### src/rtl/led_mode_seq.sv
// Switch-driven RGB LED mode sequencer; sw pin to LD5 is SYNC_STAGES+DEBOUNCE_CYC+1 cycles, SW0 to LD4 is +2.
// No backpressure: the LED outputs are free-running registered levels.
module led_mode_seq #(
  parameter int SYNC_STAGES    = 2,
  parameter int DEBOUNCE_CYC   = 1_250_000,
  parameter int BLINK_HALF_CYC = 62_500_000
) (
  input  logic       clk_125,
  input  logic       rst_n,
  input  logic [1:0] sw,
  output logic       ld4_r,
  output logic       ld4_g,
  output logic       ld4_b,
  output logic       ld5_r,
  output logic       ld5_g,
  output logic       ld5_b
);

  localparam int DW = (DEBOUNCE_CYC > 1) ? $clog2(DEBOUNCE_CYC) : 1;
  localparam int BW = $clog2(BLINK_HALF_CYC);
  localparam logic [DW-1:0] DEB_LAST   = DW'(DEBOUNCE_CYC - 1);
  localparam logic [BW-1:0] BLINK_LAST = BW'(BLINK_HALF_CYC - 1);

  typedef enum logic [2:0] {ST_OFF, ST_BLUE, ST_GREEN, ST_RED, ST_CYCLE} state_e;
  typedef enum logic [1:0] {COL_NONE, COL_BLUE, COL_GREEN, COL_RED} col_e;

  logic [1:0][SYNC_STAGES-1:0] sync_q, sync_d;
  logic [1:0][DW-1:0]          cnt_q, cnt_d;
  logic [1:0]                  db_q, db_d;
  logic [1:0]                  s;
  logic                        db0_q;
  logic                        step, tick, blank;
  logic [BW-1:0]               blink_cnt_q, blink_cnt_d;
  logic                        phase_q, phase_d;
  state_e                      state_q, state_d;
  col_e                        cyc_col_q, cyc_col_d, col;
  logic ld4_r_q, ld4_g_q, ld4_b_q, ld5_r_q, ld5_g_q, ld5_b_q;

  always_comb begin
    sync_d = sync_q;
    cnt_d  = cnt_q;
    db_d   = db_q;
    s      = '0;
    for (int i = 0; i < 2; i++) begin
      sync_d[i] = {sync_q[i][SYNC_STAGES-2:0], sw[i]};
      s[i]      = sync_q[i][SYNC_STAGES-1];
      if (s[i] != db_q[i]) begin
        if (cnt_q[i] == DEB_LAST) begin
          db_d[i]  = s[i];
          cnt_d[i] = '0;
        end else begin
          cnt_d[i] = cnt_q[i] + 1'b1;
        end
      end else begin
        cnt_d[i] = '0;
      end
    end
  end

  assign step        = db_q[0] & ~db0_q;
  assign tick        = (blink_cnt_q == BLINK_LAST);
  assign blink_cnt_d = tick ? '0 : blink_cnt_q + 1'b1;
  assign phase_d     = phase_q ^ tick;

  // A step takes priority over a tick; entering CYCLE always restarts on blue.
  always_comb begin
    state_d   = state_q;
    cyc_col_d = cyc_col_q;
    if (step) begin
      case (state_q)
        ST_OFF:   state_d = ST_BLUE;
        ST_BLUE:  state_d = ST_GREEN;
        ST_GREEN: state_d = ST_RED;
        ST_RED: begin
          state_d   = ST_CYCLE;
          cyc_col_d = COL_BLUE;
        end
        default:  state_d = ST_OFF;
      endcase
    end else if (state_q == ST_CYCLE && tick) begin
      case (cyc_col_q)
        COL_BLUE:  cyc_col_d = COL_GREEN;
        COL_GREEN: cyc_col_d = COL_RED;
        default:   cyc_col_d = COL_BLUE;
      endcase
    end
  end

  always_comb begin
    case (state_q)
      ST_BLUE:  col = COL_BLUE;
      ST_GREEN: col = COL_GREEN;
      ST_RED:   col = COL_RED;
      ST_CYCLE: col = cyc_col_q;
      default:  col = COL_NONE;
    endcase
  end

  assign blank = db_q[1] & ~phase_q;

  always_ff @(posedge clk_125 or negedge rst_n) begin
    if (!rst_n) begin
      sync_q      <= '0;
      cnt_q       <= '0;
      db_q        <= '0;
      db0_q       <= 1'b0;
      blink_cnt_q <= '0;
      phase_q     <= 1'b0;
      state_q     <= ST_OFF;
      cyc_col_q   <= COL_BLUE;
      ld4_r_q     <= 1'b0;
      ld4_g_q     <= 1'b0;
      ld4_b_q     <= 1'b0;
      ld5_r_q     <= 1'b0;
      ld5_g_q     <= 1'b0;
      ld5_b_q     <= 1'b0;
    end else begin
      sync_q      <= sync_d;
      cnt_q       <= cnt_d;
      db_q        <= db_d;
      db0_q       <= db_q[0];
      blink_cnt_q <= blink_cnt_d;
      phase_q     <= phase_d;
      state_q     <= state_d;
      cyc_col_q   <= cyc_col_d;
      ld4_r_q     <= (col == COL_RED)   & ~blank;
      ld4_g_q     <= (col == COL_GREEN) & ~blank;
      ld4_b_q     <= (col == COL_BLUE)  & ~blank;
      ld5_r_q     <= 1'b0;
      ld5_g_q     <= db_q[0];
      ld5_b_q     <= db_q[1];
    end
  end

  assign ld4_r = ld4_r_q;
  assign ld4_g = ld4_g_q;
  assign ld4_b = ld4_b_q;
  assign ld5_r = ld5_r_q;
  assign ld5_g = ld5_g_q;
  assign ld5_b = ld5_b_q;

endmodule
### config.mk
export PLATFORM = sky130hd
export DESIGN_NAME = led_mode_seq
export DESIGN_NICKNAME = d
export VERILOG_FILES = /design/src/rtl/led_mode_seq.sv
export SDC_FILE = /design/constraint.sdc
export NUM_CORES = 1
export LEC_CHECK = 0
export ABC_CLOCK_PERIOD_IN_PS = 1900
export CAP_MARGIN = 20
export CORE_ASPECT_RATIO = 1.4
export CORE_UTILIZATION = 58
export CTS_BUF_LIST = sky130_fd_sc_hd__clkbuf_4 sky130_fd_sc_hd__clkbuf_8
export DETAILED_ROUTE_END_ITERATION = 16
export PLACE_DENSITY = 0.74
export SYNTH_ARGS = -nofsm -noshare
export SYNTH_HDL_FRONTEND = slang
export SYNTH_SLANG_ARGS = --single-unit
### constraint.sdc
create_clock -name clk_125 -period 1.9 [get_ports clk_125]
set_input_delay 0.285 -clock clk_125 [delete_from_list [all_inputs] [get_ports clk_125]]
set_output_delay 0.285 -clock clk_125 [all_outputs]
set_load 0.1 [all_outputs]
==> flow_metrics.py <==
metrics = {
    "finish": {
        "layout-drive-gt1-share": 0.140,
        "finish.utilization": 0.678,
        "antenna_cells": 0,
        "area_growth_syn_to_layout_pct": 13.2,
        "final_cell_mix": "dfrtp_1 (82), nor2_1 (42), nand2_1 (30), buf_4 (29), a21oi_1 (24)",
        "final_nets": 454,
        "layout_commonest_cell": "dfrtp_1",
    },
    "setup_path": {
        "r2r-start": "blink_cnt_q[6]",
        "worst_setup_path_start_kind": "register",
        "end_kind": "register",
        "critPathMaxFanout": 11,
        "crit_arrival_ns": 2.09,
        "startpoint": "blink_cnt_q[6]",
        "rrSetupSlack_ns": 0.08,
        "criticalPathCategory": "reg2reg",
        "cp.required_ns": 2.17,
    },
    "logic_synthesis": {
        "ys.flop_type": "dfrtp_1",
        "yosysSeqAreaShare": 0.512,
        "synth_edf_count": 0,
        "yosysUniqueCellTypes": 43,
        "netlist_area_mm2": 0.00416,
        "syn_avg_cell_area_um2": 9.96,
        "synth_nets": 425,
        "ys_seq_elements": 85,
        "async_reset_ff_frac": 1.00,
        "ys_warn_count": 0,
        "synth_cells": 417,
    },
    "floorplanning": {
        "die_w_um": 73.5,
        "dieArea_mm2": 0.00751,
        "start_util": 0.599,
        "row_count": 36,
        "die_y_um": 102,
        "core_mm2": 0.00694,
        "io_pins": 10,
    },
    "detailed_routing": {
        "firstDrtPassIters": 4,
        "wl_mm": 8.02,
        "remaining_drc_errors": 0,
        "dr_total_vias": 3171,
        "via_per_inst": 5.82,
        "wl_per_cell_um": 14.7,
        "drtIter0Drc": 226,
        "drtAntennaViolNets": 0,
    },
    "clocking": {
        "numClockSinks": 85,
        "htree_levels": 3,
        "cts_root_buf": "clkbuf_8",
        "cts_buffers": 9,
        "cts_tree": "done",
        "cts_buffer_depth": 2,
        "clkLatencyLatePin_ns": 0.34,
        "clkTransAtPathRegs_ns": 0.08,
    },
    "hold_path": {
        "hold_path_class": "reg2reg",
        "min-delay-start": "sync_d[3]",
    },
    "pwr": {
        "ir_worst_vdd_v": 0.000421,
        "p_sw_frac": 0.213,
        "seq_power_share": 0.578,
        "p_leak_nw": 1.98,
        "switchingPower_uw": 676,
        "p_int_mw": 2.50,
        "cellPowerDensity_mw_per_mm2": 675,
        "p_comb_frac": 0.030,
        "power_mw": 3.18,
        "pwr-share-clk": 0.392,
    },
    "global_route": {
        "grt_pass1_wl_mm": 13.8,
        "grt_usage": 0.240,
        "overflow": 0,
        "grt_pass1_vias": 3060,
        "antenna_found_initial": 0,
        "grt_start_max_net_pins": 46,
    },
    "sta": {
        "setup_viol": 0,
        "fin_crit_sh": 0.959,
        "max_freq_mhz": 549,
        "fin_crit_ns": 1.82,
        "clock_skew_ns": 0.00508,
        "hold_viol_final": 0,
        "holdWs_ns": 0.354,
        "drv_slew": 0,
    },
    "job": {
        "drv_cap": 0,
    },
    "placed_design": {
        "dp_hpwl_mm": 5.66,
        "io_buffer_count": 8,
        "place_congestion": 0.830,
    },
    "status": {
        "status": "completed",
    },
}
==> logic make-up after synthesis <==
family	after synthesis	synth area share
and+or+nand+nor	196	0.264
DFF	85	0.512
AOI/OAI and AO/OA	57	0.0777
xor gates and xnor gates	40	0.0843
buffers and inverters	26	0.0286
muxes	8	0.0202
adders and majority gates	4	0.0120
other	1	0.000902
==> sequential cells by signal, indices dropped and copies added, names as in the netlist <==
signal	cells
blink_cnt_q	26
ld5_b	1
sync_d	2
cyc_col_q	2
ld4_b	1
s	2
phase_q	1
ld4_r	1
ld4_g	1
db_q	2
state_q	3
ld5_g	1
cnt_q	42
==> power by group through the flow <==
stage	clock network (mW)	registers (mW)	logic, mW
3_3_place_gp	0	1.87	0.0960
4_1_cts	1.28	1.83	0.0996
6_report	1.25	1.83	0.0960
5_1_grt	1.36	1.84	0.110
2_1_floorplan	0	1.87	0.0396
3_5_place_dp	0	1.87	0.0976
==> worst paths after layout <==
kind                                   end  depth (start not counted)
setup / recovery           blink_cnt_q[25]                          4
hold / removal                        s[1]                          0
setup reg to reg           blink_cnt_q[25]                          4
hold reg to reg                       s[1]                          0
max in group asynchronous     cyc_col_q[0]                          3
min in group asynchronous        cnt_q[40]                          2
==> synth_stat cells (all sizes together) (8+ instances only) <==
cell type / n / share of area
nor4: 11 / 0.018
inv: 10 / 0.0090
o21ai: 19 / 0.023
or4: 11 / 0.021
nand3: 24 / 0.032
nor2: 42 / 0.038
clkbuf: 10 / 0.0090
nor3: 11 / 0.013
a21oi: 24 / 0.029
or3: 8 / 0.012
and3: 9 / 0.014
o31ai: 10 / 0.018
dfrtp: 84 / 0.51
and4: 9 / 0.019
xnor2: 18 / 0.038
nand4: 18 / 0.029
xor2: 22 / 0.046
nand2: 30 / 0.027
==> final cells by class <==
cell class | instances | area, um^2
clock buffers | 11 | 145
inverters | 10 | 37.5
flip-flops and latches | 85 | 2130
fillers | 547 | 2230
well taps | 95 | 119
repair buffers | 34 | 288
clock inverters | 4 | 48.8
multi-input cells | 306 | 1930
==> through the flow <==
stage / instances / TNS (ns) / instance area (um^2) / worst slack (ns)
floorplan: 417 / 0 / 4160 / 0.0949
global placement: 525 / 0 / 4440 / 0.0387
detailed placement: 525 / 0 / 4440 / 0.0471
CTS: 541 / 0 / 4640 / 0.0331
global route: 545 / -0.0162 / 4700 / -0.0162
finish: 545 / 0 / 4700 / 0.0772
==> timing repair <==
| action | CTS | global route |
|---|---|---|
| gates resized for setup | 0 | 8 |
| setup endpoints to repair | 0 | 21 |
| hold endpoints to repair | 23 | 0 |
| setup buffers | 0 | 4 |
| hold buffers | 1 | 0 |
==> layer usage <==
metal / vias to the layer above / part of all wire / global-route usage
met2: 52 / 0.53 / 0.410
met4: 0 / 0.018 / 0.105
met5: - / 0 / 0
met1: 1553 / 0.42 / 0.287
met3: 12 / 0.028 / 0.0533
li1: 1554 / - / -
==> worst max-delay path, cell delays in order, from the launching register on <==
cell and delay (ns):
dfrtp_1 0.36, nand4_1 0.13, or4_4 0.60, or4_1 0.50
a21oi_1 0.16
Power figures use the tool's default switching activity.
==> patch, RTL diff (config.mk and constraints unchanged) <==
The 4 values of `col_e` get a one-hot encoding in 4 bits.
--- a/src/rtl/led_mode_seq.sv
+++ b/src/rtl/led_mode_seq.sv
@@ -22,7 +22,7 @@
   localparam logic [BW-1:0] BLINK_LAST = BW'(BLINK_HALF_CYC - 1);
 
   typedef enum logic [2:0] {ST_OFF, ST_BLUE, ST_GREEN, ST_RED, ST_CYCLE} state_e;
-  typedef enum logic [1:0] {COL_NONE, COL_BLUE, COL_GREEN, COL_RED} col_e;
+  typedef enum logic [3:0] {COL_NONE = 4'b0001, COL_BLUE = 4'b0010, COL_GREEN = 4'b0100, COL_RED = 4'b1000} col_e;
 
   logic [1:0][SYNC_STAGES-1:0] sync_q, sync_d;
   logic [1:0][DW-1:0]          cnt_q, cnt_d;
Check against the original RTL: no difference found for any inputs over 10 cycles, from zero or initial values and one cycle with rst_n low; not proved beyond that.
==> patch against the unedited design <==
The run now ends with setup timing left; combinational power increased by 43%; area after synthesis decreased by 0.33%; power increased by 7.7%; wire length increased by 6.4%; largest cell class unchanged; critical path type unchanged; final cell count increased by 4.8%; sequential cell count increased by 1; cell area increased by 8.4%; setup slack got worse by 0.15 ns.
==> patch: results (changes against the unedited design) <==
failing checks setup timing; dpl hpwl 5822 µm (+2.9%); layout cells sized above 1 0.2437 (+0.1037); Hold WC Path Type input pin to register; Synth Area in Compound Gates 0.07402 (-0.003669); crit path DAT 2.25 ns (+0.16 ns); post_cts resized 16 (+16); post-synthesis sequential area ratio 0.5199 (+0.007744); Fillers 525 (-4.0%); launch point of the worst path blink_cnt_q[8]; sequential fraction of design power 0.543 (-0.035); status finished, violations left; CP Max Fanout 3 (-8); GPL Wtd Cong 0.8350 (+0.63%); Largest regs cnt_q x42, blink_cnt_q x26; drt first pass iters 5 (+1); mux contribution to synthesized area 0.02054 (+0.0003692); dpl ws -0.06620 ns (-0.1133 ns); Hold Path Depth 1 (+1); first-pass GRT wire length 13,820 µm (+0.20%); via/cell ratio 5.748 (-1.2%); Pleak 2.080 nW (+5.0%); DR WL/cell 14.94 µm (+1.5%); Slowest-stage cell, CP or4_1; Syn. warnings 0 (unchanged); Skew-Pair Late Insertion Delay 0.36 ns (+0.02 ns); final-report setup violation count 33 (+33); Netlist cell types 41 (-4.7%); Max VDD drop 0.4910 mV (+17%); fin nets 478 (+5.3%); CTS root buf clkbuf_8; largest net degree at the start of global routing 54 (+17%); Clock Skew 0.009572 ns (+0.004491 ns); Critical Path Max Stage Delay 0.52 ns (-0.08 ns); Post-synth top cells 85 x dfrtp_1, 45 x nor2_1, 35 x nand2_1; Sw Pwr 0.0007835 W (+16%); min setup slack post-route -0.07030 ns (-0.1475 ns); CTS Hold Bufs 1 (unchanged); DR iter-0 viols 155 (-31%); clock power share 0.417 (+0.025)
## patch: cell count changes after synthesis, moves of 5 or more
cell     unedited run  this run
or3_1               8        17
and2_1              7         1
xor2_1             22        17
xnor2_1            18        23
nand2_1            30        35
and3_1              9         3
## patch: final timing paths
check | endpoint | slack (ns)
max | cyc_col_q[1] | -0.07
min | sync_d[3] | 0.36
max reg2reg | cyc_col_q[1] | -0.07
min reg2reg | s[1] | 0.36
max in group asynchronous | sync_d[3] | 0.87
min in group asynchronous | blink_cnt_q[16] | 0.42
## patch: logic make-up (layout without fill, tap and decap cells)
kind of cell	after synthesis	after routing
mux	8	8
flops	86	86
xor+xnor	40	40
fa+ha+maj	3	3
simple gates	203	204
buf+inv	22	79
other cells	1	1
compound gates	55	55
## patch: area by class of cell
cell class / instances / area (µm²) / area share
tap: 95 / 118.9 / 0.02332
clock buffer: 9 / 123.9 / 0.02431
multi-input combinational: 311 / 2101 / 0.4122
clock inverter: 7 / 97.59 / 0.01915
inverter: 9 / 33.78 / 0.006629
sequential: 86 / 2153 / 0.4225
timing repair buffer: 54 / 467.9 / 0.09182
## patch: through the flow
step | power (W) | area (µm²) | instances
after floorplan | 0.001932 | 4167 | 418
after global placement | 0.002004 | 4623 | 550
after detailed placement | 0.002009 | 4623 | 550
after CTS | 0.003425 | 4916 | 567
after global routing | 0.003529 | 5096 | 571
final | 0.003421 | 5096 | 571
## patch: metal layers
metal	wire length, µm	global-route usage	vias up	share of wire
met2	4527	0.4359	45	0.53
met4	196	0.1109	0	0.023
met3	165	0.04339	15	0.019
met1	3642	0.2784	1613	0.43
met5	0	0	-	0
li1	-	-	1609	-
## patch: worst reg2reg max path: cells and delay by family (launching register included)
kind / cells / cell delay (ns)
DFF: 1 / 0.38
muxes: 1 / 0.25
and+or+nand+nor: 3 / 1.26
